$ cat config.mk
export PLATFORM = sky130hd
export DESIGN_NAME = sram_zbt_controller
export DESIGN_NICKNAME = d
export VERILOG_FILES = /design/src/rtl/sram_pkg.sv /design/src/rtl/sram_op_pipe.sv /design/src/rtl/sram_zbt_controller.sv
export SDC_FILE = /design/constraint.sdc
export NUM_CORES = 1
export LEC_CHECK = 0
export CELL_PAD_IN_SITES_DETAIL_PLACEMENT = 0
export CELL_PAD_IN_SITES_GLOBAL_PLACEMENT = 1
export CORE_AREA = 10 10 139 128
export DETAILED_ROUTE_END_ITERATION = 8
export DIE_AREA = 0 0 149 138
export MAX_ROUTING_LAYER = met4
export PLACE_DENSITY_LB_ADDON = 0.1
export SLEW_MARGIN = 20
export SYNTH_ARGS = -nofsm -noshare
export SYNTH_HDL_FRONTEND = slang
export SYNTH_HIERARCHICAL = 1
export SYNTH_SLANG_ARGS = --single-unit
$ cat constraint.sdc
create_clock -name sram_clock -period 3.85 [get_ports sram_clock]
set_input_delay 0.385 -clock sram_clock [delete_from_list [all_inputs] [get_ports sram_clock]]
set_output_delay 0.385 -clock sram_clock [all_outputs]
set_load 0.01 [all_outputs]
$ cat src/rtl/sram_pkg.sv
// sram_pkg: shared definitions for the ZBT SRAM controller slice.
//   - default address/data widths
//   - op pipeline depth (command edge to DQ edge)
//   - FSM state encodings
//   - op record layout {valid, is_write, data}
package sram_pkg;

  localparam int SRAM_ADDR_WIDTH = 18;
  localparam int SRAM_DATA_WIDTH = 32;
  localparam int SRAM_PIPE_DEPTH = 2;

  // state   | meaning
  // ST_INIT | waiting for the device clock/DLL to settle, not ready
  // ST_RUN  | accepting one request per cycle until reset
  localparam logic [0:0] ST_INIT = 1'b0;
  localparam logic [0:0] ST_RUN  = 1'b1;

  // Op record: {valid, is_write, data}. The control bits sit above the data,
  // so a record of any data width is DATA_WIDTH + OP_CTRL_W bits wide.
  localparam int OP_CTRL_W = 2;

  typedef struct packed {
    logic                       valid;
    logic                       is_write;
    logic [SRAM_DATA_WIDTH-1:0] data;
  } op_t;

endpackage

$ cat src/rtl/sram_op_pipe.sv
// sram_op_pipe: fixed-depth shift register of op records, advancing every edge.
// Ports:
//   sram_clock  clock
//   reset       asynchronous active-low clear of every stage
//   op_in       record entering stage 0
//   op_out      record leaving the last stage
module sram_op_pipe
  import sram_pkg::*;
#(
  parameter int WIDTH = SRAM_DATA_WIDTH + OP_CTRL_W,
  parameter int DEPTH = SRAM_PIPE_DEPTH
) (
  input  logic             sram_clock,
  input  logic             reset,
  input  logic [WIDTH-1:0] op_in,
  output logic [WIDTH-1:0] op_out
);

  logic [WIDTH-1:0] stage [DEPTH];

  always_ff @(posedge sram_clock or negedge reset) begin
    if (!reset) begin
      for (int i = 0; i < DEPTH; i++) stage[i] <= '0;
    end else begin
      stage[0] <= op_in;
      for (int i = 1; i < DEPTH; i++) stage[i] <= stage[i-1];
    end
  end

  assign op_out = stage[DEPTH-1];

endmodule

$ cat src/rtl/sram_zbt_controller.sv
// sram_zbt_controller: arbiter-facing request/response port driving a
// pipelined ZBT SRAM. One request per cycle, fixed 3-edge read latency.
// Optional feature macro: SRAM_STATS_EN (adds stat_clear/stat_reads/stat_writes).
// Ports:
//   sram_clock, reset                 clock, async active-low reset
//   sram_addr_valid/sram_ready        request handshake
//   sram_addr/sram_data_in/
//   sram_write_mask                   request; mask 0 = read
//   sram_data_out/sram_data_out_valid read return, one-cycle pulse
//   sram_a/ce_n/we_n/bw_n/adv_ld_n/
//   oe_n                              device control pins
//   sram_dq_out/sram_dq_oe/sram_dq_in split DQ bus towards the IOBUFs
module sram_zbt_controller
  import sram_pkg::*;
#(
  parameter int ADDR_WIDTH  = SRAM_ADDR_WIDTH,
  parameter int DATA_WIDTH  = SRAM_DATA_WIDTH,
  parameter int INIT_CYCLES = 256
) (
  input  logic                    sram_clock,
  input  logic                    reset,
  input  logic                    sram_addr_valid,
  output logic                    sram_ready,
  input  logic [ADDR_WIDTH-1:0]   sram_addr,
  input  logic [DATA_WIDTH-1:0]   sram_data_in,
  input  logic [DATA_WIDTH/8-1:0] sram_write_mask,
  output logic [DATA_WIDTH-1:0]   sram_data_out,
  output logic                    sram_data_out_valid,
  output logic [ADDR_WIDTH-1:0]   sram_a,
  output logic                    sram_ce_n,
  output logic                    sram_we_n,
  output logic [DATA_WIDTH/8-1:0] sram_bw_n,
  output logic                    sram_adv_ld_n,
  output logic                    sram_oe_n,
  output logic [DATA_WIDTH-1:0]   sram_dq_out,
  output logic                    sram_dq_oe,
  input  logic [DATA_WIDTH-1:0]   sram_dq_in
`ifdef SRAM_STATS_EN
  ,
  input  logic                    stat_clear,
  output logic [31:0]             stat_reads,
  output logic [31:0]             stat_writes
`endif
);

  localparam int MASK_W = DATA_WIDTH / 8;
  localparam int CNT_W  = $clog2(INIT_CYCLES + 1);
  localparam int OP_W   = DATA_WIDTH + OP_CTRL_W;

  logic [0:0]       state;
  logic [CNT_W-1:0] init_cnt;
  logic             accept;
  logic             is_write;
  logic [OP_W-1:0]  op_in;
  logic [OP_W-1:0]  op_out;
  logic             op_valid;
  logic             op_is_write;

  always_ff @(posedge sram_clock or negedge reset) begin
    if (!reset) begin
      state    <= ST_INIT;
      init_cnt <= '0;
    end else if (state == ST_INIT) begin
      if (init_cnt == CNT_W'(INIT_CYCLES - 1)) state <= ST_RUN;
      else                                     init_cnt <= init_cnt + 1'b1;
    end
  end

  assign sram_ready = (state == ST_RUN);
  assign accept     = sram_addr_valid & sram_ready;
  assign is_write   = |sram_write_mask;

  // Command pins: sram_a keeps its last value on idle cycles.
  always_ff @(posedge sram_clock or negedge reset) begin
    if (!reset) begin
      sram_a    <= '0;
      sram_ce_n <= 1'b1;
      sram_we_n <= 1'b1;
      sram_bw_n <= '1;
    end else if (accept) begin
      sram_a    <= sram_addr;
      sram_ce_n <= 1'b0;
      sram_we_n <= ~is_write;
      sram_bw_n <= is_write ? ~sram_write_mask : {MASK_W{1'b1}};
    end else begin
      sram_ce_n <= 1'b1;
      sram_we_n <= 1'b1;
      sram_bw_n <= '1;
    end
  end

  // Address is loaded every cycle; burst mode is never used.
  assign sram_adv_ld_n = 1'b0;

  assign op_in = {accept, is_write, sram_data_in};

  sram_op_pipe #(
    .WIDTH (OP_W),
    .DEPTH (SRAM_PIPE_DEPTH)
  ) u_op_pipe (
    .sram_clock (sram_clock),
    .reset      (reset),
    .op_in      (op_in),
    .op_out     (op_out)
  );

  assign op_valid    = op_out[OP_W-1];
  assign op_is_write = op_out[OP_W-2];

  // Data phase: the write and read enables come from the same record, so
  // sram_dq_oe and an active sram_oe_n are mutually exclusive by construction.
  always_ff @(posedge sram_clock or negedge reset) begin
    if (!reset) begin
      sram_dq_oe  <= 1'b0;
      sram_dq_out <= '0;
      sram_oe_n   <= 1'b1;
    end else begin
      sram_dq_oe <= op_valid & op_is_write;
      sram_oe_n  <= ~(op_valid & ~op_is_write);
      if (op_valid & op_is_write) sram_dq_out <= op_out[DATA_WIDTH-1:0];
    end
  end

  // Read return: sample DQ at the edge closing the output-enable window.
  always_ff @(posedge sram_clock or negedge reset) begin
    if (!reset) begin
      sram_data_out       <= '0;
      sram_data_out_valid <= 1'b0;
    end else begin
      sram_data_out_valid <= ~sram_oe_n;
      if (!sram_oe_n) sram_data_out <= sram_dq_in;
    end
  end

`ifdef SRAM_STATS_EN
  always_ff @(posedge sram_clock or negedge reset) begin
    if (!reset) begin
      stat_reads  <= '0;
      stat_writes <= '0;
    end else if (stat_clear) begin
      stat_reads  <= '0;
      stat_writes <= '0;
    end else if (accept) begin
      if (is_write) stat_writes <= stat_writes + 32'd1;
      else          stat_reads  <= stat_reads + 32'd1;
    end
  end
`endif

endmodule

==> impl_results.md <==
* Outcome: finished clean
* H-tree depth at 4
* Slew @ Worst Pin at 0.761 ns
* Floorplan core area at 0.0151 mm²
* Count of pins over their slew limit at 0
* Endpoint class of the critical path: output pin
* Sequential fraction of the synthesis area at 72.2%
* WP buf/inv at 1
* Delay-heaviest family, CP: flip-flops
* Fin. Hold Viols at 0
* Clk_lat worst skew at 0.42 ns
* Fmax at 398 MHz
* First-pass GRT wire length at 19.6 mm
* Fin nets at 619
* Worst hold margin at 0.00259 ns
* Initial Util at 39.0%
* Setup crit start kind: flip-flop
* Internal cell power at 2960 µW
* Sw Ratio at 20.4%
* IO Port Bufs at 180
* Placed Cells at 711
* Largest net degree at the start of global routing at 87
* Num rows at 43
* Setup Skew at 0.00784 ns
* Post_cts resized at 0
* CTS tree: yes
* DR WL/cell at 17.0 µm
* Syn. warnings at 6
* GRT Util Overall at 12.9%
* Routed Antenna Nets at 0
* Post-synth EDFFs at 0
* Cell depth of the worst setup path at 1
* Critical path type: reg2out
* DRC at 0
* # hold bufs at CTS at 0
* Layout cell share with drive strength beyond 1 at 20.1%
* I/O pins at 182
* TritonRoute pass-1 iters at 4
* HP Class: in2async
* Synth unique cells at 21
* DR vias at 3186
* Routed vias/inst at 4.29
* Max IR drop VDD at 310 µV
* Initial antenna violation count at 0
* Die Y at 138 µm
* Slew HR at 49.3%
* Synth Instances at 372
* Final WS setup at 1.34 ns
* Fin cells at 743
* Post-DP HPWL at 9.02 mm
* Sw power at 759 µW
* Area of the multi-input gates at 0.00126 mm²
* Period utilisation layout at 65.3%
* Final setup TNS at 0 ns
* Flops & latches, synth at 169
* Clk network pwr share at 45.3%
* Pre-CTS setup slack at 1.56 ns
* Post-CTS Setup Inserts at 0
* Max-cap violation count at 0
* WP data arrival at 2.13 ns
* Clock Sink Count at 169
* Pwr/cell area at 454 mW/mm²
* Fillers at 1247
* R2r worst-path depth at 4
* Ant diodes at 0
* Worst-path cell chain: clkdlybuf4s50_1
* Yosys top cell area share at 69.0%
* Routability cong. at 0.773
* Synth area leader: dfrtp_1
* Post-Route WL at 12.6 mm
* Die Area at 0.0206 mm²
* Reg power frac at 49.6%
* Primary FF master, synth: dfrtp_1
* Slowest stage cell on the critical path: dfstp_2
* Sequential standard cell area at 0.00424 mm²
* Gate power share at 5.1%
* Max incr delay on CP at 1.03 ns
* DIE WIDTH at 149 µm
* CTS Buffer Depth at 2
* Worst EP required at 3.46 ns
* RSZ-0062 raised after global routing: false
* Clock Root Buffer: clkbuf_16
* Total grt overflow at 0
* Period minus WS final at 2.51 ns
* Most frequent cell after synthesis: dfrtp_1
* Crit Path Max Fanout at 34
* DR iter-0 viols at 117
* Synth top cells by count: dfrtp_1, nand2_1, buf_4, mux2_2, mux2_4
* Tot Pwr at 3720 µW
* Area grow syn2layout at 39.5%
* Synth Cell Area at 0.00587 mm²
* Worst-path clk slew at 0.06 ns
* Syn_nets at 463
* Top cells by area, synth: dfrtp_1, mux2_4, mux2_2, buf_4, nand2_1
* P_leak at 0.00375 µW
* # setup viols final at 0
* CTS Buf Count at 17
* Syn avg cell area at 15.8 µm²
* Async set-reset flop share out of synthesis at 100%
* Vias in the first global route at 3499
## power by group through the flow
stage / Combinational (µW) / Sequential (µW) / Clock [µW]
2_1_floorplan: 40.6 / 1880 / 0
3_3_place_gp: 195 / 1870 / 0
3_5_place_dp: 196 / 1880 / 0
4_1_cts: 197 / 1840 / 1730
5_1_grt: 208 / 1850 / 1810
6_report: 191 / 1840 / 1680
## worst paths after layout
check	endpoint	from	slack [ns]
min in group sram_clock	u_op_pipe/op_out[26]$_DFF_PN0_	u_op_pipe/stage[60]$_DFF_PN0_	0.34
worst max-delay path	sram_oe_n	sram_oe_n$_DFF_PN1_	1.34
max in group asynchronous	sram_bw_n[3]$_DFF_PN1_	reset	2.84
worst min register to register	u_op_pipe/op_out[26]$_DFF_PN0_	u_op_pipe/stage[60]$_DFF_PN0_	0.34
worst min-delay path	u_op_pipe/op_out[15]$_DFF_PN0_	reset	0.003
worst max register to register	sram_a[3]$_DFFE_PN0P_	sram_ready$_DFF_PN0_	2.00
## cell usage in the layout, fill, tap and decap left out, types with 2 or more instances in the layout
master and n:
clkbuf_8 3, clkinvlp_4 4, nand2_1 64, dfstp_2 7, nor2_1 2, clkbuf_1 3
nand4_1 3, dfrtp_1 162, bufinv_16 2, clkbuf_16 17, clkdlybuf4s50_1 179, clkinv_4 3
mux2_2 36, xnor2_1 7, ha_1 2, buf_4 3, inv_1 5, mux2_4 29
## state kept, by name (all words and copies together), names as in the netlist
register             cells
sram_ready               1
sram_ce_n                1
sram_dq_oe               1
u_op_pipe/op_out        34
sram_we_n                1
sram_data_out           32
sram_data_out_valid      1
sram_a                  18
sram_dq_out             32
sram_oe_n                1
init_cnt                 9
u_op_pipe/stage         34
sram_bw_n                4
## cell type report
cell class | count | share of cell area, %
clock buffers | 23 | 5.83
clock inverters | 9 | 1.42
inverters | 5 | 0.229
repair buffers | 183 | 22.3
multi-input cells | 152 | 15.4
well taps | 202 | 3.09
flip-flops and latches | 169 | 51.7
## routing by layer
layer  track usage [%]  vias up  routed length (µm)
met5                 -        -                   0
met1              14.9     1590                5460
met4              4.80        0                 152
met3              5.25       11                 942
met2              19.8      102                6080
li1                  -     1483                   -
## stage by stage
stage                     cell area [µm²]  utilization, %
final                                8190            54.4
after global routing                 8190            54.4
after CTS                            8190            54.4
after detailed placement             7600            50.4
after global placement               7590            50.4
after floorplan                      5870               -
## cell families (layout without fill, tap and decap cells)
| kind of cell | Yosys count | in the layout | share of synthesized area [%] |
|---|---|---|---|
| and+or+nand+nor | 76 | 76 | 5.48 |
| AOI/OAI and AO/OA | 1 | 1 | 0.0852 |
| buffers and inverters | 51 | 220 | 6.41 |
| muxes | 65 | 65 | 14.3 |
| DFF | 169 | 169 | 72.2 |
| adders and majority gates | 2 | 2 | 0.426 |
| other | 1 | 1 | 0.0639 |
| xor gates and xnor gates | 7 | 7 | 1.04 |
Note: power is estimated with default switching activity, not from simulation.
